$ cat src/rtl/btn_evt_arb_pkg.sv
// Shared definitions for the button event arbiter.
// FSM encodings and the released-button level.
package btn_evt_arb_pkg;

  typedef enum logic {
    ST_IDLE  = 1'b0,
    ST_VALID = 1'b1
  } st_e;

  localparam logic BTN_REL = 1'b1;

endpackage

$ cat src/rtl/btn_rr_pick.sv
// Combinational round-robin select: first pending bit
// after last_grant, wrapping modulo N_BTN.
module btn_rr_pick
  import btn_evt_arb_pkg::*;
#(
  parameter int N_BTN = 4,
  parameter int IDX_W = 2
) (
  input  logic [N_BTN-1:0] pending,
  input  logic [IDX_W-1:0] last_grant,
  output logic             any,
  output logic [IDX_W-1:0] pick
);

  int j;

  always_comb begin
    any  = 1'b0;
    pick = '0;
    j    = 0;
    for (int k = 1; k <= N_BTN; k++) begin
      j = (int'(last_grant) + k) % N_BTN;
      if (!any && pending[j[IDX_W-1:0]]) begin
        any  = 1'b1;
        pick = j[IDX_W-1:0];
      end
    end
  end

endmodule

$ cat src/rtl/btn_evt_arb.sv
// Button front end: tick-paced sampler, press latch and
// round-robin serialiser onto one valid/ready event port.
module btn_evt_arb
  import btn_evt_arb_pkg::*;
#(
  parameter int N_BTN    = 4,
  parameter int BIT_SIZE = 20,
  parameter int IDX_W    = 2
) (
  input  logic             clk,
  input  logic             i_rst_n,
  input  logic [N_BTN-1:0] i_bin,
  input  logic             i_ready,
  output logic             o_valid,
  output logic [IDX_W-1:0] o_idx,
  output logic             o_ovf
);

  logic [BIT_SIZE-1:0] cnt;
  logic                tick;
  logic [N_BTN-1:0]    s1;
  logic [N_BTN-1:0]    s2;
  logic [N_BTN-1:0]    press;
  logic [N_BTN-1:0]    pending;
  logic [N_BTN-1:0]    clr;
  logic [IDX_W-1:0]    last_grant;
  logic                any;
  logic [IDX_W-1:0]    pick;
  logic                load;
  st_e                 state;
  st_e                 nxt;

  assign tick = &cnt;

  always_ff @(posedge clk or negedge i_rst_n) begin
    if (!i_rst_n) begin
      cnt <= '0;
    end else begin
      cnt <= cnt + 1'b1;
    end
  end

  always_ff @(posedge clk or negedge i_rst_n) begin
    if (!i_rst_n) begin
      s1 <= {N_BTN{BTN_REL}};
      s2 <= {N_BTN{BTN_REL}};
    end else if (tick) begin
      s1 <= i_bin;
      s2 <= s1;
    end
  end

  assign press = {N_BTN{tick}} & ~s1 & s2;

  btn_rr_pick #(
    .N_BTN(N_BTN),
    .IDX_W(IDX_W)
  ) u_pick (
    .pending   (pending),
    .last_grant(last_grant),
    .any       (any),
    .pick      (pick)
  );

  assign load = (state == ST_IDLE) & any;
  assign clr  = load ? (N_BTN'(1) << pick) : '0;

  // A new press on a bit being cleared re-arms it without overrun.
  always_ff @(posedge clk or negedge i_rst_n) begin
    if (!i_rst_n) begin
      pending <= '0;
      o_ovf   <= 1'b0;
    end else begin
      pending <= (pending & ~clr) | press;
      o_ovf   <= |(press & pending & ~clr);
    end
  end

  always_ff @(posedge clk or negedge i_rst_n) begin
    if (!i_rst_n) begin
      o_idx      <= '0;
      last_grant <= IDX_W'(N_BTN - 1);
    end else if (load) begin
      o_idx      <= pick;
      last_grant <= pick;
    end
  end

  always_ff @(posedge clk or negedge i_rst_n) begin
    if (!i_rst_n) begin
      state <= ST_IDLE;
    end else begin
      state <= nxt;
    end
  end

  always_comb begin
    nxt = state;
    unique case (state)
      ST_IDLE:  if (any)     nxt = ST_VALID;
      ST_VALID: if (i_ready) nxt = ST_IDLE;
      default:               nxt = ST_IDLE;
    endcase
  end

  always_comb begin
    o_valid = (state == ST_VALID);
  end

endmodule
$ cat config.mk
export PLATFORM = sky130hd
export DESIGN_NAME = btn_evt_arb
export DESIGN_NICKNAME = d
export VERILOG_FILES = /design/src/rtl/btn_evt_arb_pkg.sv /design/src/rtl/btn_rr_pick.sv /design/src/rtl/btn_evt_arb.sv
export SDC_FILE = /design/constraint.sdc
export NUM_CORES = 1
export LEC_CHECK = 0
export ABC_AREA = 1
export BUFFER_PORTS_ARGS = -buffer_cell sky130_fd_sc_hd__buf_2
export CORE_UTILIZATION = 45
export CTS_CLUSTER_DIAMETER = 200
export DETAILED_ROUTE_END_ITERATION = 10
export SETUP_SLACK_MARGIN = 0.15
export SKIP_LAST_GASP = 1
export SYNTH_ARGS = -nofsm -noshare
export SYNTH_HDL_FRONTEND = slang
export SYNTH_SLANG_ARGS = --single-unit
export TNS_END_PERCENT = 50
$ cat constraint.sdc
create_clock -name clk -period 1.5 [get_ports clk]
set_input_delay 0.225 -clock clk [delete_from_list [all_inputs] [get_ports clk]]
set_output_delay 0.225 -clock clk [all_outputs]
set_load 0.02 [all_outputs]
# ---- Word-level counts from Yosys, hierarchy flattened
# Cells that the tools add are included.
dict set report op_classes {
  add_sub_neg 5
  magnitude_cmp 4
  shift 1
  n_mux 20
  n_bitwise 10
  n_reduce_logical 8
}
# cell n
set op_table {}
lappend op_table {{$add A20 B1 Y20 const B} 1}
lappend op_table {{$and A4 B4 Y4} 5}
lappend op_table {{$reduce_and A20 Y1} 1}
lappend op_table {{$lt A2 B3 Y1 const B} 4}
lappend op_table {{$mux W1} 10}
lappend op_table {{$bmux W1 S2} 4}
lappend op_table {{$mux W2} 4}
lappend op_table {{$not A4 Y4} 2}
lappend op_table {{$add A2 B1 Y2 const B} 2}
lappend op_table {{$add A2 B2 Y2 const B} 2}
lappend op_table {{$mux W4} 1}
lappend op_table {{$or A4 B4 Y4} 1}
lappend op_table {{$reduce_or A4 Y1} 1}
lappend op_table {{$shl A1 B2 Y4 const A} 1}
lappend op_table {{$logic_and A1 B1 Y1} 3}
lappend op_table {{$logic_not A1 Y1} 3}
lappend op_table {{$pmux W1 S2} 1}
lappend op_table {{$and A1 B1 Y1} 1}
lappend op_table {{$not A1 Y1} 1}
dict set report word_totals {
  reg_bits 38
  output_inout_bits 4
}

# ---- Depth between registers and ports, before layout
dict set report logic_depth {
  ltp_word 18
  mapped_depth 14
}

# ---- Modules after synthesis
# From an unflattened synthesis, not the netlist that was laid out.
dict set report hier_totals {
  hier_cells 214
  hier_area_um2 2023.2
}
# module instances cells_per_inst area_per_inst_um2
set modules_own_cells {}
lappend modules_own_cells {btn_evt_arb 1 165 1732.9}
lappend modules_own_cells {btn_rr_pick 1 49 290.3}

# ---- Worst setup path before layout
# Ideal clock, no wire load.
dict set report synth_timing {
  path_type {flip-flop to flip-flop}
  from {register last_grant[0]}
  to {register o_ovf}
  t_arrival_ps 1506
  t_required_ps 1370
  setup_slack_ps -136
  path_stages_with_launch 15
  path_cell_list {dfstp_2 -> buf_4 -> inv_4 -> nand2_1 -> nand2_1 -> nand2_1 -> nand2_1 -> inv_1 -> nand2_1 -> nand2_1 -> nand2_1 -> nor2_2 -> nand2_1 -> nand3_1 -> nand4_1}
}
dict set report synth_between {
  elab_chain_cells 18
  elab_cells_between_ends 32
}
# item line
set synth_lines {}
lappend synth_lines {{start: declaration} btn_evt_arb.sv:26} ;# logic [IDX_W-1:0] last_grant;
lappend synth_lines {{start signal: assignment} btn_evt_arb.sv:82} ;# last_grant <= IDX_W'(N_BTN - 1);
lappend synth_lines {{start signal: assignment} btn_evt_arb.sv:85} ;# last_grant <= pick;
lappend synth_lines {{$add A2 B1 Y2} btn_rr_pick.sv:22} ;# j = (int'(last_grant) + k) % N_BTN;
lappend synth_lines {{$bmux W1 S2} btn_rr_pick.sv:23} ;# if (!any && pending[j[IDX_W-1:0]]) begin
lappend synth_lines {{$mux W1 (not written as such)} btn_rr_pick.sv:23}
lappend synth_lines {{$mux W1} btn_rr_pick.sv:23}
lappend synth_lines {{$logic_not A1 Y1} btn_rr_pick.sv:23}
lappend synth_lines {{$logic_and A1 B1 Y1} btn_rr_pick.sv:23}
lappend synth_lines {{$mux W1} btn_rr_pick.sv:23}
lappend synth_lines {{$logic_not A1 Y1} btn_rr_pick.sv:23}
lappend synth_lines {{[... 2 more ...]} -}
lappend synth_lines {{$logic_not A1 Y1} btn_rr_pick.sv:23}
lappend synth_lines {{$logic_and A1 B1 Y1} btn_rr_pick.sv:23}
lappend synth_lines {{$mux W2 or $mux W1 (tied branches)} btn_rr_pick.sv:23}
lappend synth_lines {{$shl A1 B2 Y4 or $and A1 B1 Y1 (tied branches)} {btn_evt_arb.sv:66, btn_evt_arb.sv:65}}
lappend synth_lines {{$mux W4 (*)} btn_evt_arb.sv:66} ;# assign clr = load ? (N_BTN'(1) << pick) : '0;
lappend synth_lines {{$not A4 Y4 (*)} btn_evt_arb.sv:75} ;# o_ovf <= |(press & pending & ~clr);
lappend synth_lines {{$and A4 B4 Y4 (*)} btn_evt_arb.sv:75}
lappend synth_lines {{$reduce_or A4 Y1 (*)} btn_evt_arb.sv:75}
lappend synth_lines {{end signal: assignment} btn_evt_arb.sv:75}
lappend synth_lines {{end: declaration} btn_evt_arb.sv:16} ;# output logic o_ovf
# Mark *: on every way between the ends. The rest lies on a longest branch, timed or not. The select of a mux whose other input is x is not followed.
# A chain may end at the register's enable or synchronous reset.

# ---- Worst setup path after layout
# Ends and elaborated chain as after synthesis.

==> flow_metrics.env <==
export IMPL_status="complete, but fails checks"
export IMPL_violations="setup timing"
export IMPL_critPathMaxStageDelay_ns=0.60
export IMPL_timing_rr_start="last_grant[0]"
export IMPL_dr_total_vias=1555
export IMPL_drv_cap=0
export IMPL_r2r_cells=13
export IMPL_diodes=0
export IMPL_die_w_microns=67.48
export IMPL_synthArstFlopShare_pct=100.0
export IMPL_grt_max_degree=24
export IMPL_yosysSeqAreaShare_pct=49.94
export IMPL_grt_pass1_wl_mm=5.975
export IMPL_min_from="i_ready"
export IMPL_clockBufferDepth=2
export IMPL_ios=11
export IMPL_portBuffers=10
export IMPL_min_path_type="in -> reg"
export IMPL_syn_avg_cell_area_sq_um=8.932
export IMPL_dp_hpwl_mm=2.489
export IMPL_cp_end_kind="flop"
export IMPL_start_util_pct=47.55
export IMPL_final_max_slew_viol_count=0
export IMPL_nNetsFinal=283
export IMPL_cts_max_level=2
export IMPL_worstMarginPinSlew_ns=0.3930
export IMPL_dr_pass1_iters=4
export IMPL_ys_top_cells_by_count="62 x nand2_1, 28 x dfrtp_1, 28 x inv_1"
export IMPL_track_usage_pct=17.92
export IMPL_synth_edff_count=0
export IMPL_synth_nets=224
export IMPL_synth_cells=216
export IMPL_fin_tns_setup_ns=-4.488
export IMPL_yosysTopAreaCellShare_pct=36.32
export IMPL_setup_ws_ns=-0.3342
export IMPL_powerDensity_mw_per_mm2=643.5
export IMPL_synth_area_top_cells="dfrtp_1 36%, dfstp_2 14%, nand2_1 12%"
export IMPL_netlist_area_sq_mm=0.001929
export IMPL_period_minus_slack_ns=1.834
export IMPL_rows=23
export IMPL_coreArea_sq_mm=0.004058
export IMPL_finalSetupViolations=23
export IMPL_critPathBufInv=2
export IMPL_clock_latency_ns=0.29
export IMPL_cts_buffers=5
export IMPL_crit_start="last_grant[0]"
export IMPL_synth_most_common_cell="nand2_1"
export IMPL_grt_setup_unrepaired="yes"
export IMPL_min_period_over_period_pct=122.3
export IMPL_ys_ff_latch=38
export IMPL_fin_worst_skew_ns=0.006469
export IMPL_cp_required_ns=1.67
export IMPL_cp_common_cell="nand2_2"
export IMPL_gp_congestion=0.8401
export IMPL_hold_depth=2
export IMPL_r2r_end="o_ovf"
export IMPL_antenna_found_initial=0
export IMPL_die_y_microns=67.48
export IMPL_r2r_setup_slack_ns=-0.33
export IMPL_slew_headroom_pct=73.80
export IMPL_finalHoldViolCount=0
export IMPL_vias_per_cell=4.770
export IMPL_grt_pass1_vias=1453
export IMPL_synth_top_cell_by_area="dfrtp_1"
export IMPL_clk_pin_slew_worst_paths_ns=0.08
export IMPL_fill_cells=301
export IMPL_fmax_mhz=545.2
export IMPL_dp_cells=304
export IMPL_routedWlPerCell_microns=12.51
export IMPL_cp_arrival_ns=2.01
export IMPL_cts_tree="done"
export IMPL_antenna_left=0
export IMPL_crit_slowest_cell="dfstp_2"
export IMPL_cp_top_family="simple AND/OR/NAND/NOR gates"
export IMPL_cp_max_fo=6
export IMPL_drtIter0Drc=51
export IMPL_drc=0
export IMPL_ys_flop_type="dfrtp_1"
export IMPL_layout_drive_gt1_share_pct=52.54
export IMPL_ir_drop_mv=0.6561
export IMPL_path_class="reg -> reg"
export IMPL_crit_path_start_kind="flop"
export IMPL_clock_root_buffer="clkbuf_8"
export IMPL_path_cells="buf_12, buf_8, nand2_2, nand2_2, nand2_2, nand2_2, nand2_2, nand3_2, nand2_4, nor2_4, nand2_2, nand3_2, nand4_1"
export IMPL_final_cells=326
export IMPL_hold_path_endpoint="o_valid"
export IMPL_ys_types=26
export IMPL_die_area_sq_mm=0.004554
export IMPL_area_delta_synth_final_pct=43.19
export IMPL_routed_wl_mm=4.078
export IMPL_yosys_warnings=0
export IMPL_overflow=0
export IMPL_clock_sinks=38
export IMPL_leakagePower_nw=1.365
==> placed cells by master, fill, tap and decap left out, types with 2 or more instances in the layout <==
master     n
clkinv_4   2
nand4_1    5
nand3_1    3
nand2_1   27
xnor2_1    6
xor2_1    12
o21ai_1    7
inv_2      2
dfrtp_1   28
nand2_2   28
clkbuf_8   5
nand2_4   11
buf_6      4
buf_2     10
nand3_2    8
nor2_4     8
nand3_4    4
inv_4      3
buf_4     36
o21ai_0    3
buf_12     2
nor2_1     8
dfstp_2   10
inv_1     26
nand4_2    2
o21a_1     4
==> cell families (layout without fill, tap and decap cells) <==
logic type	after synthesis	after routing	share of synthesized area, %
simple gates	109	109	29.18
flops	38	38	49.93
buf+inv	34	94	7.328
xor+xnor	18	18	8.171
compound gates	16	16	4.734
fa+ha+maj	1	1	0.6484
==> report_power, final <==
group	total (W)	internal, W	leakage [nW]	switching [W]
clock network	0.000718	0.000327	0.0441	0.000391
logic	0.0000349	0.0000123	0.840	0.0000226
registers	0.00102	0.00102	0.481	0.0000000000000000000519
total	0.00178	0.00136	1.36	0.000414
==> final cells by class <==
cell class / count / area, sq um / share of cell area [%]
clock buffers: 5 / 68.82 / 2.491
clock inverters: 3 / 21.27 / 0.7699
inverters: 31 / 126.4 / 4.574
multi-input cells: 144 / 1084 / 39.22
flip-flops and latches: 38 / 963.4 / 34.87
well taps: 50 / 62.56 / 2.264
repair buffers: 54 / 430.4 / 15.58
repair inverters: 1 / 6.256 / 0.2264
==> metrics by stage <==
| step | hold WS (ns) | utilization (%) | total power, W | area (sq um) | setup WS (ns) |
|---|---|---|---|---|---|
| after floorplan | -0.07059 | - | 0.001044 | 1949 | -0.1219 |
| after global placement | 0.1686 | 56.12 | 0.001078 | 2277 | -0.2489 |
| after detailed placement | 0.1707 | 56.12 | 0.001078 | 2277 | -0.2929 |
| after CTS | 0.1011 | 60.16 | 0.001800 | 2441 | -0.2306 |
| after global routing | 0.1033 | 68.09 | 0.001841 | 2763 | -0.4654 |
| final | 0.1054 | 68.09 | 0.001778 | 2763 | -0.3342 |
==> worst max path at each step <==
| stage | depth (start not counted) | end | slack [ns] |
|---|---|---|---|
| final | 13 | o_ovf | -0.33 |
| after global routing | 13 | o_ovf | -0.47 |
| after CTS | 11 | o_ovf | -0.23 |
| after detailed placement | 11 | o_ovf | -0.29 |
| after global placement | 13 | o_ovf | -0.25 |
| after floorplan | 14 | o_ovf | -0.12 |
==> metal layers <==
| metal | share of wire [%] | up-vias | GRT usage [%] |
|---|---|---|---|
| met2 | 51 | 23 | 30.32 |
| met1 | 44 | 728 | 20.80 |
| met3 | 2.9 | 11 | 5.068 |
| met4 | 2.2 | 0 | 8.245 |
| met5 | 0 | - | 0 |
| li1 | - | 793 | - |
==> what timing repair did <==
item / CTS / global route
hold buffers: 1 / 0
buffers inserted: 3 / 9
setup endpoints to repair: 27 / 30
endpoints found under the hold margin: 13 / 0
resized for setup: 13 / 66
pin swaps: 10 / 26
cloned: 0 / 1
==> state kept, by name, indices dropped and copies added, names as in the netlist <==
name,flops
o_valid,1
last_grant,2
pending,4
cnt,20
o_idx,2
s1,4
s2,4
o_ovf,1
(Power assumes the default switching activity.)
